<file path="src/rtl/serial_frame_rx.sv">
// -----------------------------------------------------------------------------
// serial_frame_rx
//   Receive end of the pulse-framed serial link. Idle line level is 1. Each
//   frame is a START slot (0), eight data slots sent MSB first, and a STOP
//   slot (1). Symbol slots are BIT_PERIOD cycles apart. Every received byte is
//   offered to a consumer through a valid/ack handshake.
//
// Ports
//   clock        rising-edge clock
//   rst_n        asynchronous reset, active low
//   rx_in        serial line input
//   rx_data      last accepted byte
//   rx_valid     rx_data holds a byte the consumer has not yet taken
//   rx_ack       consumer takes the byte (only meaningful while rx_valid=1)
//   dsr          receiver ready, registered copy of !rx_valid
//   busy         a frame is in progress
//   frame_err    one-cycle pulse: 0 seen between slots, or STOP slot was 0
//   overrun_err  one-cycle pulse: good frame dropped because rx_valid was 1
// -----------------------------------------------------------------------------
module serial_frame_rx #(
    parameter int unsigned DELAY_TIME = 104,
    parameter int unsigned BIT_PERIOD = DELAY_TIME + 2,
    parameter int unsigned CNT_W      = 10
) (
    input  logic       clock,
    input  logic       rst_n,
    input  logic       rx_in,
    output logic [7:0] rx_data,
    output logic       rx_valid,
    input  logic       rx_ack,
    output logic       dsr,
    output logic       busy,
    output logic       frame_err,
    output logic       overrun_err
);

    typedef enum logic [1:0] {
        IDLE,
        DATA,
        STOP
    } state_t;

    localparam logic [CNT_W-1:0] SLOT_CNT = CNT_W'(BIT_PERIOD - 1);

    state_t           state_q, state_d;
    logic [CNT_W-1:0] cnt_q, cnt_d;
    logic [2:0]       idx_q, idx_d;
    logic [7:0]       shift_q, shift_d;
    logic [7:0]       data_q, data_d;
    logic             valid_q, valid_d;
    logic             dsr_q, dsr_d;
    logic             ferr_q, ferr_d;
    logic             oerr_q, oerr_d;
    logic             slot;
    logic             good_frame;

    always_ff @(posedge clock or negedge rst_n) begin
        if (!rst_n) begin
            state_q <= IDLE;
            cnt_q   <= '0;
            idx_q   <= '0;
            shift_q <= '0;
            data_q  <= '0;
            valid_q <= 1'b0;
            dsr_q   <= 1'b1;
            ferr_q  <= 1'b0;
            oerr_q  <= 1'b0;
        end else begin
            state_q <= state_d;
            cnt_q   <= cnt_d;
            idx_q   <= idx_d;
            shift_q <= shift_d;
            data_q  <= data_d;
            valid_q <= valid_d;
            dsr_q   <= dsr_d;
            ferr_q  <= ferr_d;
            oerr_q  <= oerr_d;
        end
    end

    always_comb begin
        state_d    = state_q;
        cnt_d      = cnt_q;
        idx_d      = idx_q;
        shift_d    = shift_q;
        data_d     = data_q;
        valid_d    = valid_q;
        ferr_d     = 1'b0;
        oerr_d     = 1'b0;
        good_frame = 1'b0;
        slot       = (cnt_q == SLOT_CNT);

        case (state_q)
            IDLE: begin
                if (!rx_in) begin
                    state_d = DATA;
                    cnt_d   = '0;
                    idx_d   = '0;
                end
            end
            DATA: begin
                if (slot) begin
                    shift_d = {shift_q[6:0], rx_in};
                    cnt_d   = '0;
                    idx_d   = idx_q + 3'd1;
                    if (idx_q == 3'd7) begin
                        state_d = STOP;
                    end
                end else if (!rx_in) begin
                    // A 0 between slots aborts the frame; it is not a START.
                    ferr_d  = 1'b1;
                    state_d = IDLE;
                    cnt_d   = '0;
                end else begin
                    cnt_d = cnt_q + 1'b1;
                end
            end
            STOP: begin
                if (slot) begin
                    cnt_d   = '0;
                    state_d = IDLE;
                    if (rx_in) begin
                        good_frame = 1'b1;
                    end else begin
                        ferr_d = 1'b1;
                    end
                end else if (!rx_in) begin
                    ferr_d  = 1'b1;
                    state_d = IDLE;
                    cnt_d   = '0;
                end else begin
                    cnt_d = cnt_q + 1'b1;
                end
            end
            default: begin
                state_d = IDLE;
                cnt_d   = '0;
            end
        endcase

        // An ack arriving with a completing frame frees the buffer in time
        // for the new byte, so it is loaded instead of overrunning.
        if (good_frame) begin
            if (!valid_q || rx_ack) begin
                data_d  = shift_q;
                valid_d = 1'b1;
            end else begin
                oerr_d = 1'b1;
            end
        end else if (valid_q && rx_ack) begin
            valid_d = 1'b0;
        end

        dsr_d = !valid_d;
    end

    assign rx_data     = data_q;
    assign rx_valid    = valid_q;
    assign dsr         = dsr_q;
    assign busy        = (state_q != IDLE);
    assign frame_err   = ferr_q;
    assign overrun_err = oerr_q;

endmodule

</file>
<file path="config.mk">
export PLATFORM = sky130hd
export DESIGN_NAME = serial_frame_rx
export DESIGN_NICKNAME = d
export VERILOG_FILES = /design/src/rtl/serial_frame_rx.sv
export SDC_FILE = /design/constraint.sdc
export NUM_CORES = 1
export LEC_CHECK = 0
export CAP_MARGIN = 20
export CORE_MARGIN = 5
export CORE_UTILIZATION = 50
export DETAILED_ROUTE_END_ITERATION = 8
export PLACE_DENSITY = 0.74
export SYNTH_ARGS = -nofsm -noshare
export SYNTH_HDL_FRONTEND = slang
export SYNTH_SLANG_ARGS = --single-unit
export TNS_END_PERCENT = 30
</file>
<file path="constraint.sdc">
create_clock -name clock -period 1.71 [get_ports clock]
set_clock_uncertainty 0.15 [all_clocks]
set_input_delay 0.2565 -clock clock [delete_from_list [all_inputs] [get_ports clock]]
set_output_delay 0.2565 -clock clock [all_outputs]
set_load 0.1 [all_outputs]
</file>
==> qor.txt <==
failing checks - setup timing
Avg Inst Size Synth - 11.5 um2
final setup margin - -0.0790 ns
largest stage delay on the critical path - 0.39 ns
non-filler instance count after layout - 242
H-tree Lvls - 2
worst slack at placement - -0.240 ns
Root Buffer - clkbuf_4
most frequent cells in the layout - dfrtp_1 (33), buf_4 (28), mux2_2 (14)
Max Fclk - 559 MHz
CP top delay family - simple AND/OR/NAND/NOR gates
syn_nets - 161
most common cell after layout, fill and taps aside - dfrtp_1
Clock transition at path regs - 0.12 ns
#FFs+latches synth - 35
Vias/cell - 5.36
CTS tree - done
leakage power - 1.15 nW
Avg WL per Cell - 16.4 um
Die Ht - 68.5 um
global route overflow - 0
full die area - 4690 um2
Antenna diodes - 0
Worst-Margin Slew - 0.311 ns
Pwr Density - 923 nW/um2
Synth cell types - 36
crit end category - flip-flop
cells after synthesis - 149
Final min period - 1.79 ns
outcome - finished with violations
final net count - 207
max_slew headroom - 0.791
CP Buf/Inv Count - 1
final setup violating endpoints - 17
Min Hold Slack - 0.0666 ns
CP Data Required Time - 1.80 ns
Post-Place Cells - 233
Final Slew Violations - 0
fin util - 0.724
number of vias in the routed layout - 1296
Post-CTS Hold Fix Bufs - 0
Post-DP HPWL - 2810 um
Core Region - 3310 um2
area delta synth->final - 40.3%
reg2reg start - cnt_q[1]$_DFFE_PN0P_
die width - 68.5 um
Final ANT Viol Nets - 0
initial core utilization - 0.516
CTS Sinks - 35
Hold Vio Cnt, Final - 0
clk_lat worst skew - 0.35 ns
critical-path cell with the highest stage delay - dfrtp_1
CP arrival - 1.88 ns
gp weighted congestion - 0.828
I/O pin cnt - 17
Seq/Total Area, Yosys - 0.513
vias in the first global route - 1388
Tcrit/Tclk final - 1.05
critical path type - flip-flop to flip-flop
flop2flop setup slack - -0.08 ns
register area - 878 um2
drt total wl - 3970 um
area of the multi-input gates - 841 um2
synthesized cell area - 1710 um2
I/O Buffers - 16
max-cap check violation count - 0
first-pass GRT wire length - 6500 um
Hold Path Class - input pin to asynchronous set/reset pin
initial DRC count - 72
initial antenna violation count - 0
RSZ-0062 raised after global routing - yes
worst reg2reg endpoint - rx_data[5]$_DFFE_PN0P_
Peak VDD IR - 0.622 mV
DRC violations left - 0
GRT Overall Usage - 0.196
crit-path cells - inv_1 > ha_2 > and3b_2 > and3_4 > nand4_4 > mux2_4
cell row count - 21
Pre-Repair DR Iteration Count - 4
Max FO, Critical Path - 8
Max clock buf depth - 2
fraction of layout cells with a size suffix above 1 - 0.454
total CTS buffers - 5
YS warnings - 0
Layout fillers - 235
Worst Reg-to-Reg Cells - 6
Startpoint Class - flip-flop
setup TNS - -0.921 ns
largest net degree at the start of global routing - 24
final cells by class:
class,instances,area share
clock buffer,5,0.0156
clock inverter,3,0.0183
inverter,7,0.0120
tap,46,0.0240
multi-input combinational,101,0.351
sequential,35,0.366
timing repair buffer,45,0.213
through the flow:
step | power [mW] | area [um2]
3_3_place_gp | 1.52 | 2240
3_5_place_dp | 1.54 | 2240
5_1_grt | 2.33 | 2400
4_1_cts | 2.20 | 2370
2_1_floorplan | 1.24 | 1720
6_report | 2.21 | 2400
layer usage:
layer,track usage,share of wire,vias up
met5,0,0,-
met4,0.109,0.015,0
met1,0.218,0.41,646
li1,-,-,617
met2,0.343,0.54,28
met3,0.0411,0.036,5
registers in the layout (all words and copies together) (netlist names):
register and count:
cnt_q 10, rx_valid 1, frame_err 1, dsr 1, rx_data 8, state_q 2, idx_q 3, shift_q 8
overrun_err 1
cell usage after synthesis:
| cell | number | area share |
|---|---|---|
| a21boi_0 | 1 | 0.0044 |
| a21boi_1 | 1 | 0.0044 |
| a21o_1 | 1 | 0.0044 |
| a21oi_1 | 1 | 0.0029 |
| a22o_1 | 1 | 0.0051 |
| a31oi_1 | 4 | 0.015 |
| a32oi_1 | 1 | 0.0051 |
| and2_1 | 2 | 0.0073 |
| and3_1 | 3 | 0.011 |
| and3b_1 | 1 | 0.0051 |
| and4_1 | 1 | 0.0051 |
| buf_2 | 3 | 0.0088 |
| buf_6 | 1 | 0.0066 |
| clkbuf_1 | 2 | 0.0044 |
| dfrtp_1 | 34 | 0.50 |
| dfstp_2 | 1 | 0.015 |
| ha_1 | 8 | 0.059 |
| inv_1 | 7 | 0.015 |
| mux2_2 | 15 | 0.099 |
| mux2_4 | 1 | 0.0088 |
| nand2_1 | 8 | 0.018 |
| nand2_2 | 1 | 0.0037 |
| nand2b_1 | 1 | 0.0037 |
| nand3_1 | 11 | 0.032 |
| nand4_1 | 7 | 0.026 |
| nand4_4 | 1 | 0.012 |
| nand4b_1 | 1 | 0.0051 |
| nor2_1 | 11 | 0.024 |
| nor2b_1 | 3 | 0.011 |
| nor3_1 | 1 | 0.0029 |
| nor3b_1 | 1 | 0.0044 |
| nor4_4 | 1 | 0.012 |
| o211a_1 | 1 | 0.0059 |
| o21ai_0 | 3 | 0.0088 |
| o2bb2ai_1 | 1 | 0.0051 |
| xor2_1 | 8 | 0.041 |
where the power goes:
part           switching, mW  internal, mW  total (mW)  leakage (nW)
clock                  0.298         0.307       0.606        0.0452
combinational          0.416         0.319       0.734         0.626
sequential            0.0196         0.855       0.874         0.479
total                  0.733          1.48        2.21          1.15
worst max path at each step:
stage,start,endpoint,depth (start not counted)
global route,cnt_q[2]$_DFFE_PN0P_,rx_data[5]$_DFFE_PN0P_,4
detailed placement,rx_in,cnt_q[5]$_DFFE_PN0P_,5
CTS,cnt_q[1]$_DFFE_PN0P_,rx_data[5]$_DFFE_PN0P_,6
floorplan,state_q[1]$_DFFE_PN0P_,busy,4
global placement,rx_in,cnt_q[9]$_DFFE_PN0P_,5
finish,cnt_q[1]$_DFFE_PN0P_,rx_data[5]$_DFFE_PN0P_,6
timing repair:
item,4_1_cts,5_1_grt
endpoints found under the setup margin,36,34
cloned,0,0
setup buffers,1,0
resized for setup,14,10
pin swaps,3,9
kinds of logic after synthesis:
kind of cell | share of synthesized area
compound gates | 0.0608
xor+xnor | 0.0410
mux | 0.108
simple gates | 0.184
buf+inv | 0.0351
fa+ha+maj | 0.0586
flops | 0.513
No activity file was read; power rests on OpenSTA's default activity.
